### config.mk
export PLATFORM = sky130hd
export DESIGN_NAME = sipo_deser
export DESIGN_NICKNAME = d
export VERILOG_FILES = /design/src/rtl/sipo_deser.sv
export SDC_FILE = /design/constraint.sdc
export NUM_CORES = 1
export LEC_CHECK = 0
export BUFFER_PORTS_ARGS = -buffer_cell sky130_fd_sc_hd__buf_2
export CORE_UTILIZATION = 30
export DETAILED_ROUTE_END_ITERATION = 7
export GPL_TIMING_DRIVEN = 0
export PLACE_DENSITY_LB_ADDON = 0.2
export SETUP_SLACK_MARGIN = 0.3
export SYNTH_ARGS = -nofsm -noshare
export SYNTH_HDL_FRONTEND = slang
export SYNTH_SLANG_ARGS = --single-unit
### constraint.sdc
create_clock -name clk -period 2.33 [get_ports clk]
set_input_delay 0.1165 -clock clk [delete_from_list [all_inputs] [get_ports clk]]
set_output_delay 0.1165 -clock clk [all_outputs]
set_load 0.05 [all_outputs]
### src/rtl/sipo_deser.sv
// Serial-in / parallel-out deserializer with selectable bit order.
// Bits are accepted on a valid/ready handshake and collected into a partial
// word. A completed word moves into a holding register (data_out) that is
// drained with out_valid/out_ready. A word can be popped and the next word
// loaded on the same edge, so back-to-back words need no idle cycle.
// flush discards only the partial word. A word that is held in data_out
// is kept.
module sipo_deser #(
    parameter int WIDTH     = 8,
    parameter bit MSB_FIRST = 1'b0,
    localparam int CW       = $clog2(WIDTH)
) (
    input  logic             clk,
    input  logic             reset_b,
    input  logic             serial_in,
    input  logic             in_valid,
    output logic             in_ready,
    input  logic             flush,
    output logic [WIDTH-1:0] data_out,
    output logic             out_valid,
    input  logic             out_ready,
    output logic [CW-1:0]    bit_count
);

    localparam logic [CW-1:0] LAST_CNT = CW'(WIDTH - 1);

    logic [WIDTH-1:0] shift_q, shift_d;
    logic [WIDTH-1:0] data_out_q, data_out_d;
    logic             out_valid_q, out_valid_d;
    logic [CW-1:0]    bit_count_q, bit_count_d;

    logic [CW-1:0]    idx_s;
    logic [WIDTH-1:0] word_s;
    logic             last_s;
    logic             in_ready_s;
    logic             accept_s;

    // Word position of the incoming bit, and the word as it would look with that bit inserted
    always_comb begin
        if (MSB_FIRST) begin
            idx_s = LAST_CNT - bit_count_q;
        end else begin
            idx_s = bit_count_q;
        end
        word_s        = shift_q;
        word_s[idx_s] = serial_in;
    end

    // Handshake: stall only the completing bit while an unconsumed word is held
    always_comb begin
        last_s     = (bit_count_q == LAST_CNT);
        in_ready_s = !flush && !(last_s && out_valid_q && !out_ready);
        accept_s   = in_valid && in_ready_s;
    end

    // Next-state for the partial word, the bit count and the output holding register
    always_comb begin
        shift_d     = shift_q;
        bit_count_d = bit_count_q;
        data_out_d  = data_out_q;
        out_valid_d = out_valid_q;

        // A pop clears out_valid. A word that completes on the same edge sets it again below.
        if (out_valid_q && out_ready) begin
            out_valid_d = 1'b0;
        end else begin
            out_valid_d = out_valid_q;
        end

        if (flush) begin
            shift_d     = '0;
            bit_count_d = '0;
        end else if (accept_s) begin
            if (last_s) begin
                data_out_d  = word_s;
                out_valid_d = 1'b1;
                shift_d     = '0;
                bit_count_d = '0;
            end else begin
                shift_d     = word_s;
                bit_count_d = bit_count_q + CW'(1);
            end
        end else begin
            shift_d     = shift_q;
            bit_count_d = bit_count_q;
        end
    end

    // State registers, cleared asynchronously by reset_b
    always_ff @(posedge clk or negedge reset_b) begin
        if (!reset_b) begin
            shift_q     <= '0;
            bit_count_q <= '0;
            data_out_q  <= '0;
            out_valid_q <= 1'b0;
        end else begin
            shift_q     <= shift_d;
            bit_count_q <= bit_count_d;
            data_out_q  <= data_out_d;
            out_valid_q <= out_valid_d;
        end
    end

    assign in_ready  = in_ready_s;
    assign data_out  = data_out_q;
    assign out_valid = out_valid_q;
    assign bit_count = bit_count_q;

endmodule

# After elaboration in Yosys (flattened, before gate mapping)
# Cells that the tools add are included.
# word_totals
output_inout_bits	13
reg_bits	20
inputBits	6
wordCells	33
# op_classes
n_addsub	1
order_cmp	2
bitwise_logic	1
n_eq_ne	1
muxes	13
reduce_logical	11
# op_table
operator	n
$mux 8	3
$mux 3	3
$bwmux 8	1
$logic_and 1x1->1	6
$mux 1	5
$lt 3x4->1 const B	1
$add 3x1->3 const B	1
$demux 1 s3	1
$eq 3x3->1 const B	1
$ge 3x1->1 const B	1
$logic_not 1->1	3
$reduce_and 3->1	1
$reduce_bool 2->1	1
$not 1->1	1

# Depth between registers and ports, before layout
# Gate-level depths: netlist of the first run.
# depth
depth_word	8
ltp_mapped	5
depth_no_buf	5

# Worst setup path before layout of the first run
# Ideal clock, no wire load.
# synth_timing
kind	register to register
from	reg bit_count_q[1] (netlist: bit_count[1])
to	reg data_out_q[1] (netlist: data_out[1])
path_slack_ns	0.351
setup_time_ns	0.125
synth_period_minus_slack_ns	1.979
arrival_time_ns	1.854
path_buffers	0
required_ns	2.205
stages_incl_launch_ff	6
path_cell_list	dfrtp_1 -> ha_1 -> ha_1 -> nand3b_4 -> a21oi_4 -> mux2_2
# synth_via
elab_chain_cells	7
elab_cells_between_ends	13
cone_classes	2 x order compare; 1 x eq/ne; 3 x mux; 7 x reduce/logical
# synth_lines
element	line_no	rtl
start: declaration	30	logic [CW-1:0] bit_count_q, bit_count_d;
start signal: assignment	98	bit_count_q <= bit_count_d;
parallel branches: the longest is 7 deep, another holds $lt 3x4->1	--	
end signal: assignment	99	data_out_q <= data_out_d;
end: declaration	28	logic [WIDTH-1:0] data_out_q, data_out_d;
# Several ways; the timed one is not identified.
# A chain may end at the register's enable or synchronous reset.

# Worst setup path in the final report of the first run
# layout_timing
from	reg bit_count_q[0] (netlist: bit_count[0])
to	out in_ready
# layout_via
elab_chain_cells	5
# layout_lines
element	line_no	rtl
$eq 3x3->1	51	last_s = (bit_count_q == LAST_CNT);
$logic_and 1x1->1 (2 in series)	52	in_ready_s = !flush && !(last_s && out_valid_q && !out_ready);
$logic_not 1->1	52	
$logic_and 1x1->1	52	
end: declaration	17	output logic in_ready,
# No other way between the ends.

==> results.sh, run 1 <==
export IMPL_synthCells=77
export IMPL_antenna_found_initial=0
export IMPL_rr_startpoint="bit_count[0]$_DFFE_PN0P_"
export IMPL_syn_num_nets=85
export IMPL_period_needed_ns=1.871
export IMPL_crit_path_top_delay_cell="dfrtp_1"
export IMPL_initial_core_util_pct=31.32
export IMPL_wl_um=2034
export IMPL_syn_area_um2=1054
export IMPL_crit_top_cell="ha_1"
export IMPL_max_freq_ghz=0.5345
export IMPL_r2r_cells=5
export IMPL_hold_depth=2
export IMPL_period_share_pct=80.30
export IMPL_gp_congestion=0.7196
export IMPL_drtPass1Iterations=2
export IMPL_clk_pin_slew_ns=0.12
export IMPL_crit_path_end_kind="output pin"
export IMPL_h_tree_depth=1
export IMPL_r2r_slack_ns=0.51
export IMPL_final_seq_area_um2=500.5
export IMPL_yosysUniqueCellTypes=24
export IMPL_layout_nets=109
export IMPL_avgSynthCellArea_um2=13.68
export IMPL_route_detailed_drc=0
export IMPL_pre_cts_slack_ns=0.5020
export IMPL_wire_per_inst_um=13.93
export IMPL_floorplan_die_area_um2=3753
export IMPL_rows=21
export IMPL_num_antenna_cells=0
export IMPL_synth_seq_cells=20
export IMPL_die_h_um=61.26
export IMPL_drv_slew=0
export IMPL_r2r_end="data_out[2]$_DFFE_PN0P_"
export IMPL_hold_start="out_ready"
export IMPL_hpwl_um=1434
export IMPL_path_max_fanout=5
export IMPL_path_class="reg2out"
export IMPL_vias=685
export IMPL_drtIter0Drc=19
export IMPL_critPathArrivalTime_ns=1.75
export IMPL_grt_pass1_vias=690
export IMPL_final_common_cell="dfrtp_1"
export IMPL_final_cell_mix="20 x dfrtp_1, 17 x buf_2, 9 x mux2_2"
export IMPL_die_x_um=61.26
export IMPL_clkLatencyLatePin_ns=0.31
export IMPL_p_leak_uw=0.0006522
export IMPL_drive_gt1_share_pct=46.00
export IMPL_ys_seq_area_share_pct=47.51
export IMPL_clock_path_buffers=2
export IMPL_rsz0062_at_grt="false"
export IMPL_path_cells="ha_1 -> ha_1 -> nand3b_1 -> and2b_1 -> clkbuf_4"
export IMPL_relSlewSlack_pct=66.07
export IMPL_grt_ovfl_total=0
export IMPL_startpoint_type="flip-flop"
export IMPL_max_stage_delay_ns=0.43
export IMPL_setup_viol=0
export IMPL_multi_input_area_um2=500.5
export IMPL_via_per_inst=4.692
export IMPL_cts_root_buf="clkbuf_4"
export IMPL_ant_nets=0
export IMPL_yosysWarnings=0
export IMPL_setup_ws_ns=0.4590
export IMPL_cts_buffers=3
export IMPL_grt_max_degree=21
export IMPL_cts_tree="built"
export IMPL_port_buffers=18
export IMPL_cap_violations=0
export IMPL_coreArea_um2=3363
export IMPL_worst_pin_slew_ns=0.5068
export IMPL_ir_drop_uv=396.7
export IMPL_grt_pass1_wl_um=3325
export IMPL_p_per_area_nw_per_um2=800.7
export IMPL_clock_skew_ns=0.01598
export IMPL_track_usage_pct=12.63
export IMPL_hold_class="in2reg"
export IMPL_fillers=354
export IMPL_required_ns=2.21
export IMPL_io_pins=19
export IMPL_run_status="finished, final reports clean"
export IMPL_worstHoldEndpoint="out_valid$_DFF_PN0_"
export IMPL_finalHoldViolCount=0
export IMPL_fin_tns_setup_ns=0
export IMPL_numClockSinks=20
export IMPL_area_delta_synth_final_pct=18.65
## layout make-up
cell class / count / share of cell area (%)
Tap cell: 46 / 4.605
Timing Repair Buffer: 19 / 8.208
Buffer: 3 / 2.703
Sequential cell: 20 / 40.04
Clock buffer: 4 / 2.903
Multi-Input combinational cell: 49 / 40.04
Inverter: 5 / 1.502
## flip-flops by register name (all words and copies together) (netlist names)
register and flops:
bit_count 3, data_out 8, out_valid 1, shift_q 8
## critical path, delay by kind of cell (launching register included)
family / cells / cell delay [ns]
fa+ha+maj: 2 / 0.48
buf+inv: 1 / 0.22
flops: 1 / 0.43
simple gates: 2 / 0.31
## what timing repair did
item,in CTS,in global routing
endpoints found under the setup margin,0,1
buffers inserted,0,0
hold buffers,1,0
resized for setup,0,1
hold endpoints to repair,20,0
## per-stage QoR
stage	power [µW]	instances	util [%]	instance area, µm²	hold slack (ns)
after global placement	800.3	141	35.71	1201	0.1043
final	1001	146	37.17	1250	0.02838
after global routing	1076	146	37.17	1250	0.02092
after detailed placement	809.2	141	35.71	1201	0.09891
after CTS	1023	146	37.09	1247	0.01757
after floorplan	721.5	77	-	1054	-0.1791
## logic make-up (layout without fill, tap and decap cells)
logic type | after synthesis | in the layout | share of synthesized area, %
mux | 18 | 18 | 20.55
buf+inv | 8 | 31 | 4.988
compound gates | 12 | 12 | 10.57
flops | 20 | 20 | 47.51
simple gates | 17 | 17 | 14.01
fa+ha+maj | 2 | 2 | 2.375
## where the power goes
| group | leakage [µW] | switching, µW | internal [µW] | total (µW) |
|---|---|---|---|---|
| Sequential | 0.000266 | 27.0 | 383 | 410 |
| Clock | 0.0000210 | 109 | 95.3 | 204 |
| Combinational | 0.000365 | 230 | 158 | 387 |
| Total | 0.000652 | 365 | 636 | 1000 |
## worst max-delay path by stage
stage                                         from                      end  cells past startpoint
after floorplan           bit_count[1]$_DFFE_PN0P_  data_out[1]$_DFFE_PN0P_                      5
after global routing      bit_count[0]$_DFFE_PN0P_                 in_ready                      5
final                     bit_count[0]$_DFFE_PN0P_                 in_ready                      5
after CTS                 bit_count[0]$_DFFE_PN0P_                 in_ready                      5
after global placement    bit_count[0]$_DFFE_PN0P_  data_out[4]$_DFFE_PN0P_                      5
after detailed placement  bit_count[0]$_DFFE_PN0P_  data_out[2]$_DFFE_PN0P_                      5
## layer usage
metal | wire length (µm) | global-route usage [%] | up-vias | part of all wire [%]
met3 | 79 | 4.622 | 2 | 3.9
met2 | 940 | 19.72 | 12 | 46
met4 | 20 | 3.896 | 0 | 0.98
li1 | - | - | 329 | -
met1 | 993 | 16.36 | 342 | 49
met5 | 0 | 0 | - | 0
## synthesized netlist by cell type, drive strengths merged
master	number	area share, %
mux2	14	17
inv	5	1.8
a21oi	2	2.4
mux2i	4	3.8
nor2b	2	1.2
or3b	1	0.83
a22o	6	5.1
dfrtp	20	48
nand3b	6	6.7
o21ai	1	0.47
nor2	1	0.36
ha	2	2.4
o2bb2a	1	0.95
nand3	1	0.47
buf	3	3.2
nor3b	4	3.3
o2bb2ai	2	1.7
nor3	1	0.47
and2b	1	0.71
Note: power is estimated with default switching activity, not from simulation.
==> inputs of run 2 (changes only) <==
Clock period 2.33 ns to 1.8 ns, I/O delays scaled along.
==> results.sh, run 2 (synthesis gave the netlist of run 1 again) <==
export IMPL_run_status="finished, final reports clean"
export IMPL_crit_path_end_kind="output pin"
export IMPL_path_class="reg2out"
export IMPL_period_share_pct=90.29
export IMPL_critPathArrivalTime_ns=1.54
export IMPL_cap_violations=0
export IMPL_hold_class="in2reg"
export IMPL_grt_pass1_wl_um=3684
export IMPL_ir_drop_uv=566.2
export IMPL_period_needed_ns=1.625
export IMPL_rows=21
export IMPL_p_per_area_nw_per_um2=990.9
export IMPL_port_buffers=18
export IMPL_floorplan_die_area_um2=3753
export IMPL_seq_power_share_pct=35.9
export IMPL_clkLatencyLatePin_ns=0.30
export IMPL_dp_cells=141
export IMPL_drtIter0Drc=27
export IMPL_drv_slew=0
export IMPL_fin_tns_setup_ns=0
export IMPL_clockPowerShare_pct=17.8
export IMPL_wl_um=2225
export IMPL_clock_skew_ns=0.001017
export IMPL_max_freq_ghz=0.6153
export IMPL_combPwrFrac_pct=46.3
export IMPL_cts_buffers=3
export IMPL_layout_nets=120
export IMPL_cts_root_buf="clkbuf_4"
export IMPL_p_sw_uw=550.6
export IMPL_h_tree_depth=1
export IMPL_num_antenna_cells=0
export IMPL_ant_nets=0
export IMPL_die_h_um=61.26
export IMPL_relSlewSlack_pct=69.16
export IMPL_finalInstanceArea_um2=1520
export IMPL_sw_frac_of_total_pct=36.55
export IMPL_crit_path_top_delay_cell="dfrtp_2"
export IMPL_p_leak_uw=0.0007458
export IMPL_fin_hold_ws_ns=0.1488
export IMPL_gp_congestion=0.6809
export IMPL_die_x_um=61.26
export IMPL_intPower_uw=955.9
export IMPL_area_delta_synth_final_pct=44.30
export IMPL_startpoint_type="flip-flop"
export IMPL_coreArea_um2=3363
export IMPL_crit_top_cell="ha_4"
export IMPL_path_cells="ha_4 -> ha_4 -> nand3b_1 -> and2b_2 -> buf_8"
export IMPL_hpwl_um=1371
export IMPL_vias=729
export IMPL_clock_path_buffers=2
export IMPL_final_cells=157
export IMPL_required_ns=1.71
export IMPL_clk_pin_slew_ns=0.12
export IMPL_utilization_pct=45.20
export IMPL_final_cell_mix="17 x dfrtp_1, 17 x buf_2, 13 x mux2_4, 7 x buf_4"
export IMPL_io_pins=19
export IMPL_rsz0062_at_grt="true"
export IMPL_finalHoldViolCount=0
export IMPL_setup_viol=0
export IMPL_worst_pin_slew_ns=0.4626
export IMPL_grt_pass1_vias=764
export IMPL_initial_core_util_pct=31.32
export IMPL_drive_gt1_share_pct=62.16
export IMPL_critical_path_buf_inv_count=1
export IMPL_path_max_fanout=5
export IMPL_grt_max_degree=21
export IMPL_via_per_inst=4.643
export IMPL_track_usage_pct=13.76
export IMPL_route_detailed_drc=0
export IMPL_fillers=344
export IMPL_numClockSinks=20
export IMPL_antenna_found_initial=0
export IMPL_wire_per_inst_um=14.17
export IMPL_grt_ovfl_total=0
export IMPL_cts_tree="built"
export IMPL_drtPass1Iterations=3
export IMPL_crit_family="flip-flops"
export IMPL_post_dp_cell_area_um2=1313
export IMPL_max_stage_delay_ns=0.45
==> run 2: worst paths after layout <==
path | startpoint | endpoint | slack, ns | cells past startpoint
max in group asynchronous | reset_b | bit_count[0]$_DFFE_PN0P_ | 1.21 | 2
setup reg to reg | bit_count[1]$_DFFE_PN0P_ | bit_count[2]$_DFFE_PN0P_ | 0.18 | 6
hold / removal | in_valid | out_valid$_DFF_PN0_ | 0.15 | 3
min in group asynchronous | reset_b | shift_q[1]$_DFFE_PN0P_ | 0.25 | 2
setup / recovery | bit_count[1]$_DFFE_PN0P_ | in_ready | 0.17 | 5
hold reg to reg | data_out[2]$_DFFE_PN0P_ | data_out[2]$_DFFE_PN0P_ | 0.52 | 1
==> run 2: what timing repair did <==
action | CTS | global route
endpoints found under the setup margin | 18 | 20
resized for setup | 4 | 5
cloned | 1 | 0
pin swaps | 4 | 4
hold endpoints to repair | 21 | 0
hold buffers | 2 | 0
buffers inserted | 8 | 1
==> run 2: area by class of cell <==
type                    instances  area [µm²]  share of cell area [%]
plain buffers                   3       33.78                   2.222
multi-input cells              49       631.9                   41.56
repair buffers                 30       237.7                   15.64
well taps                      46       57.56                   3.786
clock buffers                   4       36.28                   2.387
inverters                       5       18.77                   1.235
flip-flops and latches         20       504.2                   33.17
==> run 2: tightest hold or removal path, delay by kind of cell <==
kind            cells  cell delay (ns)
buf+inv             1             0.15
simple gates        1             0.10
compound gates      1             0.07
==> run 2: metal layers <==
| metal | part of all wire [%] | GRT usage, % | vias to the layer above |
|---|---|---|---|
| li1 | - | - | 347 |
| met1 | 46 | 18.86 | 364 |
| met2 | 51 | 21.74 | 18 |
| met3 | 4.0 | 4.412 | 0 |
| met4 | 0 | 1.948 | 0 |
| met5 | 0 | 0 | - |
==> run 2: stage by stage <==
stage          total power [µW]  worst slack (ns)
3_5_place_dp               1187            0.1555
4_1_cts                    1517            0.1735
3_3_place_gp               1175            0.1691
2_1_floorplan              1071            0.1102
6_report                   1506            0.1748
5_1_grt                    1603            0.1159
==> run 2: power by group through the flow <==
| stage | Sequential (µW) | Combinational [µW] | Clock [µW] |
|---|---|---|---|
| finish | 540 | 698 | 268 |
| global route | 545 | 760 | 298 |
| global placement | 554 | 621 | 0 |
| CTS | 540 | 692 | 285 |
| detailed placement | 556 | 631 | 0 |
| floorplan | 675 | 396 | 0 |
